### src/rtl/serial_add_ctrl.sv
// Bit-serial adder controller: one full-adder cell sequenced over WIDTH cycles.
// Optional macro SERIAL_ADD_SUB_EN adds a 'sub' input for two's-complement a-b.
module serial_add_ctrl #(
  parameter int WIDTH = 8
) (
  input  logic             clk,
  input  logic             rst_n,
  input  logic             start,
  input  logic [WIDTH-1:0] a,
  input  logic [WIDTH-1:0] b,
`ifdef SERIAL_ADD_SUB_EN
  input  logic             sub,
`endif
  output logic             busy,
  output logic             done,
  output logic [WIDTH-1:0] sum,
  output logic             carry_out
);

  localparam int CW = $clog2(WIDTH) + 1;
  localparam logic [CW-1:0] LAST = CW'(WIDTH - 1);

  typedef enum logic {S_IDLE, S_RUN} state_t;

  state_t           r_state;
  logic [WIDTH-1:0] r_sa;
  logic [WIDTH-1:0] r_sb;
  logic [WIDTH-1:0] r_r;
  logic             r_c;
  logic [CW-1:0]    r_cnt;
  logic             r_busy;
  logic             r_done;
  logic [WIDTH-1:0] r_sum;
  logic             r_carry_out;

  logic             w_h1;
  logic             w_g1;
  logic             w_s;
  logic             w_g2;
  logic             w_cn;
  logic [WIDTH-1:0] w_r_next;
  logic [WIDTH-1:0] w_sb_load;
  logic             w_c_load;

  // The single adder cell: two half adders plus an OR for the carry.
  always_comb begin
    w_h1 = r_sa[0] ^ r_sb[0];
    w_g1 = r_sa[0] & r_sb[0];
    w_s  = w_h1 ^ r_c;
    w_g2 = w_h1 & r_c;
    w_cn = w_g1 | w_g2;
    w_r_next = r_r >> 1;
    w_r_next[WIDTH-1] = w_s;
  end

`ifdef SERIAL_ADD_SUB_EN
  assign w_sb_load = sub ? ~b : b;
  assign w_c_load  = sub;
`else
  assign w_sb_load = b;
  assign w_c_load  = 1'b0;
`endif

  always_ff @(posedge clk or negedge rst_n) begin
    if (!rst_n) begin
      r_state     <= S_IDLE;
      r_sa        <= '0;
      r_sb        <= '0;
      r_r         <= '0;
      r_c         <= 1'b0;
      r_cnt       <= '0;
      r_busy      <= 1'b0;
      r_done      <= 1'b0;
      r_sum       <= '0;
      r_carry_out <= 1'b0;
    end else begin
      r_done <= 1'b0;
      case (r_state)
        S_IDLE: begin
          if (start) begin
            r_sa    <= a;
            r_sb    <= w_sb_load;
            r_c     <= w_c_load;
            r_cnt   <= '0;
            r_busy  <= 1'b1;
            r_state <= S_RUN;
          end
        end
        S_RUN: begin
          r_sa  <= r_sa >> 1;
          r_sb  <= r_sb >> 1;
          r_r   <= w_r_next;
          r_c   <= w_cn;
          r_cnt <= r_cnt + 1'b1;
          if (r_cnt == LAST) begin
            r_sum       <= w_r_next;
            r_carry_out <= w_cn;
            r_busy      <= 1'b0;
            r_done      <= 1'b1;
            r_state     <= S_IDLE;
          end
        end
        default: r_state <= S_IDLE;
      endcase
    end
  end

  assign busy      = r_busy;
  assign done      = r_done;
  assign sum       = r_sum;
  assign carry_out = r_carry_out;

endmodule

### config.mk
export PLATFORM = sky130hd
export DESIGN_NAME = serial_add_ctrl
export DESIGN_NICKNAME = d
export VERILOG_FILES = /design/src/rtl/serial_add_ctrl.sv
export SDC_FILE = /design/constraint.sdc
export NUM_CORES = 1
export LEC_CHECK = 0
export ABC_AREA = 1
export BUFFER_PORTS_ARGS = -buffer_cell sky130_fd_sc_hd__buf_4
export CAP_MARGIN = 20
export CORE_MARGIN = 4
export CORE_UTILIZATION = 40
export DETAILED_ROUTE_END_ITERATION = 7
export SYNTH_ARGS = -nofsm -noshare
export SYNTH_HDL_FRONTEND = slang
export SYNTH_SLANG_ARGS = --single-unit
### constraint.sdc
create_clock -name clk -period 1.7 [get_ports clk]
set_input_delay 0.34 -clock clk [delete_from_list [all_inputs] [get_ports clk]]
set_output_delay 0.34 -clock clk [all_outputs]
set_load 0.005 [all_outputs]
==> results of run 1 <==
-- logic make-up (layout without fill, tap and decap cells) --
| kind of cell | count (synthesis) | after routing | share of synthesized area [%] |
|---|---|---|---|
| simple gates | 135 | 135 | 34.25 |
| flops | 40 | 40 | 57.80 |
| buf+inv | 15 | 47 | 5.491 |
| fa+ha+maj | 2 | 2 | 1.879 |
| compound gates | 2 | 2 | 0.5775 |
-- how the worst max path moves through the flow --
| stage | start | endpoint | cells past startpoint |
|---|---|---|---|
| after floorplan | r_sa[0]$_DFFE_PN0P_ | sum[7]$_DFFE_PN0P_ | 3 |
| after global placement | r_state$_DFF_PN0_ | r_sa[0]$_DFFE_PN0P_ | 3 |
| after detailed placement | r_state$_DFF_PN0_ | r_cnt[0]$_DFFE_PN0P_ | 3 |
| after CTS | r_state$_DFF_PN0_ | r_cnt[0]$_DFFE_PN0P_ | 3 |
| after global routing | r_state$_DFF_PN0_ | r_cnt[0]$_DFFE_PN0P_ | 3 |
| final | r_state$_DFF_PN0_ | r_cnt[0]$_DFFE_PN0P_ | 3 |
-- where the power goes --
group | internal (mW) | leakage, nW | switching (mW)
logic | 0.520 | 0.566 | 0.687
clock network | 0.331 | 0.0455 | 0.294
registers | 1.33 | 0.520 | 0.288
-- layer usage --
layer  share of wire (%)  wire [um]  GRT usage (%)
met2                  47       1482          20.57
met3                 6.5        202          5.198
met5                   0          0              0
met1                  45       1419          16.42
met4                0.77         24          4.829
-- flip-flops by register name, summed over array words and instances (netlist names) --
name,flops
busy,1
r_r,7
r_c,1
done,1
r_sa,8
carry_out,1
r_sb,8
sum,8
r_cnt,4
r_state,1
-- area by class of cell --
cell class	count	area [um2]
clock buffers	8	90.09
fillers	410	2032
inverters	8	32.53
multi-input cells	139	635.6
flip-flops and latches	40	1001
well taps	50	62.56
repair buffers	31	232.7
-- through the flow --
stage / cell area [um2] / util (%) / hold WS, ps / total power, mW
after global routing: 2054 / 50.28 / 47.96 / 3.776
after CTS: 2054 / 50.28 / 29.57 / 3.528
after floorplan: 1732 / - / 44.41 / 2.501
after global placement: 1964 / 48.07 / 350.0 / 2.856
after detailed placement: 1964 / 48.07 / 346.7 / 2.884
final: 2054 / 50.28 / 19.83 / 3.451
-- synth_stat cells, types with 2 or more instances --
cell,n,area (um2)
inv_1,5,18.77
nor2_8,2,40.04
nand3_1,25,125.1
buf_6,2,22.52
inv_2,2,7.510
buf_2,2,10.01
nand2_4,2,22.52
nor2_1,3,11.26
nand2_1,102,382.9
dfrtp_1,40,1001
buf_4,2,15.01
==> results.txt, run 1 <==
status -> finished, final reports clean
clk_lat worst skew -> 280 ps
flops & latches, synth -> 40
element type at the critical path end -> flip-flop
Crit Reg-Reg Endpoint -> r_cnt[0]$_DFFE_PN0P_
synthesized area -> 1732 um2
Mapped Cells -> 194
detailed-router iteration count before antenna repair -> 4
Remaining DRCs -> 0
final net count -> 246
Crit-path slowest cell -> dfrtp_1
CP cell instances -> nor2_4 -> nand2_1 -> o21ai_0
synth-to-layout area growth -> 18.64%
fmax -> 0.7844 GHz
worst setup path category -> reg -> reg
Post-CTS Setup Inserts -> 0
placer congestion estimate -> 0.7023
startpoint types -> flip-flop
post-cts resize count -> 0
CTS Hold Bufs -> 0
share of cells above drive strength 1 -> 19.91%
r2r setup slk -> 430 ps
Worst Hold Class -> in -> async
global-route usage over all layers -> 13.17%
Period minus WS final -> 1275 ps
Sink Count -> 40
WP data required -> 1900 ps
sequential fraction of the synthesis area -> 57.80%
leakage power -> 1.132 nW
post-DR vias/cell -> 4.652
Die ar. -> 5446 um2
Die Y -> 73.80 um
Worst Path Max Fanout -> 21
Core Area -> 4086 um2
most frequent cells in the layout -> nand2_1 (102), dfrtp_1 (40), buf_4 (31)
slowest stage delay, CP -> 530 ps
TritonCTS clock tree -> yes
n_diodes -> 0
final hold vios -> 0
Cells after DPL -> 268
cell at the root of the clock tree -> clkbuf_8
commonest non-fill, non-tap cell in the layout -> nand2_1
global-route wire length before repair -> 5375 um
antenna violations before repair -> 0
WL final -> 3129 um
FF-to-FF path depth -> 3
Die Wd -> 73.80 um
worst vdd ir -> 656.9 uV
CTS buffer count -> 5
main flop type after synthesis -> dfrtp_1
Ys Warns -> 0
CP top delay family -> simple AND/OR/NAND/NOR gates
Max Slew Vio Count -> 0
vias in the first global route -> 1190
via count -> 1284
initial DRC count -> 69
dpl ws -> 412.4 ps
Synth Area per Inst -> 8.926 um2
syn_nets -> 215
FF-to-FF Start -> r_state$_DFF_PN0_
final cycle utilization of the critical path -> 74.99%
PortBufs -> 29
Worst Skew -> 2.002 ps
Starting Density -> 42.38%
RSZ-0062 raised after global routing -> false
WL/cell -> 11.34 um
dpl hpwl -> 2188 um
Post-DRT Antenna Nets -> 0
CP bufs+invs -> 0
Max clock buf depth -> 2
Reg clk slew, reported paths -> 70 ps
row count -> 23
total grt overflow -> 0
# H-tree levels -> 2
Post-synth EDFFs -> 0
Final Non-Filler Cells -> 276
ys async rst share -> 100.0%
setup TNS -> 0 ps
Synth cell types -> 18
Least-Margin Pin Slew -> 500.5 ps
PD cells -> 1680 nW/um2
largest net degree at the start of global routing -> 41
Slew Limit Headroom -> 66.63%
Max Cap Viol -> 0
WP data arrival -> 1470 ps
final setup margin -> 425.1 ps
final setup vio count -> 0
IO Count -> 30
Note: power is estimated with default switching activity, not from simulation.
==> run 2, diff against run 1 <==
Clock period 1.7 ns to 1.2 ns, I/O delays scaled along.
==> run 2 against run 1 <==
Sequential share of layout area down 3.5 points. Worst setup slack got worse by 390 ps. Clock-buffer cell count stayed put. Core utilization rose by 3.9 points. Sequential power grew 41%. Wire length up 5.9%. Critical path depth up 3. First-iteration DRC count up 51%. Die area is the same. Non-clock buffer count rose by 10. Via count up 5.4%. Final cell count is 4.3% higher. Largest cell class unchanged.
==> results.txt, run 2 (same netlist as run 1, synthesis figures left out) <==
Reg clk slew, reported paths -> 70 ps (about the same)
clk_lat worst skew -> 290 ps (was 280 ps)
TritonCTS clock tree -> yes (unchanged)
Worst Hold Class -> in -> reg (was in -> async)
final instance area -> 2215 um2 (was 2054 um2)
leakage power -> 1.194 nW (was 1.132 nW)
fmax -> 0.8605 GHz (was 0.7844 GHz)
via count -> 1353 (was 1284)
FF-to-FF path depth -> 6 (was 3)
final setup vio count -> 0 (unchanged)
Final Non-Filler Cells -> 288 (was 276)
post-DR vias/cell -> 4.698 (was 4.652)
Die Wd -> 73.80 um (unchanged)
Max Slew Vio Count -> 0 (unchanged)
commonest non-fill, non-tap cell in the layout -> nand2_1 (unchanged)
WP data required -> 1430 ps (was 1900 ps)
setup TNS -> 0 ps (unchanged)
Least-Margin Pin Slew -> 501.0 ps (was 500.5 ps)
hold path cells -> 3
CTS buffer count -> 5 (unchanged)
Post-DRT Antenna Nets -> 0 (unchanged)
Slew Limit Headroom -> 66.60% (was 66.63%)
# H-tree levels -> 2 (unchanged)
dpl hpwl -> 2178 um (was 2188 um)
final setup margin -> 37.92 ps (was 425.1 ps)
Sink Count -> 40 (unchanged)
status -> finished, final reports clean (unchanged)
global-route usage over all layers -> 13.13% (was 13.17%)
final hold vios -> 0 (unchanged)
Die ar. -> 5446 um2 (unchanged)
Remaining DRCs -> 0 (unchanged)
largest net degree at the start of global routing -> 41 (unchanged)
WL final -> 3313 um (was 3129 um)
row count -> 23 (unchanged)
startpoint types -> flip-flop (unchanged)
hold slack -> 142.8 ps (was 19.83 ps)
most frequent cells in the layout -> nand2_1 (102), dfrtp_1 (40), buf_4 (35) (was nand2_1 (102), dfrtp_1 (40), buf_4 (31))
global-route wire length before repair -> 5499 um (was 5375 um)
r2r setup slk -> 40 ps (was 430 ps)
Crit Reg-Reg Endpoint -> carry_out$_DFFE_PN0P_ (was r_cnt[0]$_DFFE_PN0P_)
Die Y -> 73.80 um (unchanged)
dpl ws -> 25.18 ps (was 412.4 ps)
Worst Skew -> 6.445 ps (was 2.002 ps)
dpl cell area -> 2019 um2 (was 1964 um2)
IO Count -> 30 (unchanged)
Core Area -> 4086 um2 (unchanged)
synth-to-layout area growth -> 27.89% (was 18.64%)
Cells after DPL -> 272 (was 268)
Min-Delay Startpoint -> a[7]
Starting Density -> 42.38% (unchanged)
Finished Core Util -> 54.19% (was 50.28%)
final cycle utilization of the critical path -> 96.84% (was 74.99%)
placer congestion estimate -> 0.7664 (was 0.7023)
WP data arrival -> 1390 ps (was 1470 ps)
Max clock buf depth -> 2 (unchanged)
detailed-router iteration count before antenna repair -> 4 (unchanged)
total grt overflow -> 0 (unchanged)
Worst Path Max Fanout -> 5 (was 21)
WL/cell -> 11.50 um (was 11.34 um)
cell at the root of the clock tree -> clkbuf_8 (unchanged)
initial DRC count -> 104 (was 69)
worst setup path category -> reg -> reg (unchanged)
PD cells -> 2450 nW/um2 (was 1680 nW/um2)
Period minus WS final -> 1162 ps (was 1275 ps)
n_diodes -> 0 (unchanged)
FF-to-FF Start -> r_cnt[0]$_DFFE_PN0P_ (was r_state$_DFF_PN0_)
element type at the critical path end -> flip-flop (unchanged)
total power -> 5.426 mW (was 3.451 mW)
worst vdd ir -> 795.3 uV (was 656.9 uV)
PortBufs -> 29 (unchanged)
antenna violations before repair -> 0 (unchanged)
Max Cap Viol -> 0 (unchanged)
WHS Endpoint -> r_sa[7]$_DFFE_PN0P_
final net count -> 258 (was 246)
vias in the first global route -> 1237 (was 1190)
share of cells above drive strength 1 -> 24.79% (was 19.91%)
==> run 2: how the worst max path moves through the flow <==
stage / startpoint / end / slack, ps / cells past startpoint
floorplan: r_sa[0]$_DFFE_PN0P_ / sum[7]$_DFFE_PN0P_ / 80 / 3
global placement: r_cnt[0]$_DFFE_PN0P_ / r_state$_DFF_PN0_ / 40 / 6
detailed placement: r_cnt[0]$_DFFE_PN0P_ / busy$_DFFE_PN0P_ / 30 / 6
CTS: r_cnt[0]$_DFFE_PN0P_ / r_state$_DFF_PN0_ / 4 / 6
global route: r_cnt[0]$_DFFE_PN0P_ / sum[6]$_DFFE_PN0P_ / -30 / 6
finish: r_cnt[0]$_DFFE_PN0P_ / carry_out$_DFFE_PN0P_ / 40 / 6
==> run 2: cell type report <==
class,instances,area [um2]
fillers,398,1872
flip-flops and latches,40,1001
multi-input cells,141,679.4
repair buffers,41,346.6
clock buffers,8,90.09
well taps,50,62.56
inverters,8,35.03
==> run 2: per-layer routing <==
layer  wire, um  part of all wire [%]  global-route usage (%)  up-vias
met5          0                     0                       0        -
met4         42                   1.3                   4.628        0
met3        195                   5.9                   3.967        6
met2       1537                    46                   20.87       39
met1       1537                    46                   16.91      618
li1           -                     -                       -      690
==> run 2: what timing repair did <==
| action | CTS | global route |
|---|---|---|
| buffers inserted | 0 | 5 |
| gates resized for setup | 0 | 9 |
| hold endpoints to repair | 40 | 0 |
| hold buffers | 1 | 0 |
| endpoints found under the setup margin | 0 | 12 |
==> run 2: worst max-delay path, cell delays in order, from the launching register on <==
cell and delay [ps]:
dfrtp_1 400, ha_4 170, inv_4 50, nor2_8 200, buf_6 130, nand3_1 70
nand2_1 80
==> run 2: where the power goes <==
group | total (mW) | leakage (nW) | internal, mW | switching [mW]
clock network | 0.907 | 0.0455 | 0.469 | 0.438
registers | 2.28 | 0.520 | 1.89 | 0.388
logic | 2.24 | 0.629 | 1.07 | 1.18
total | 5.43 | 1.19 | 3.42 | 2.01
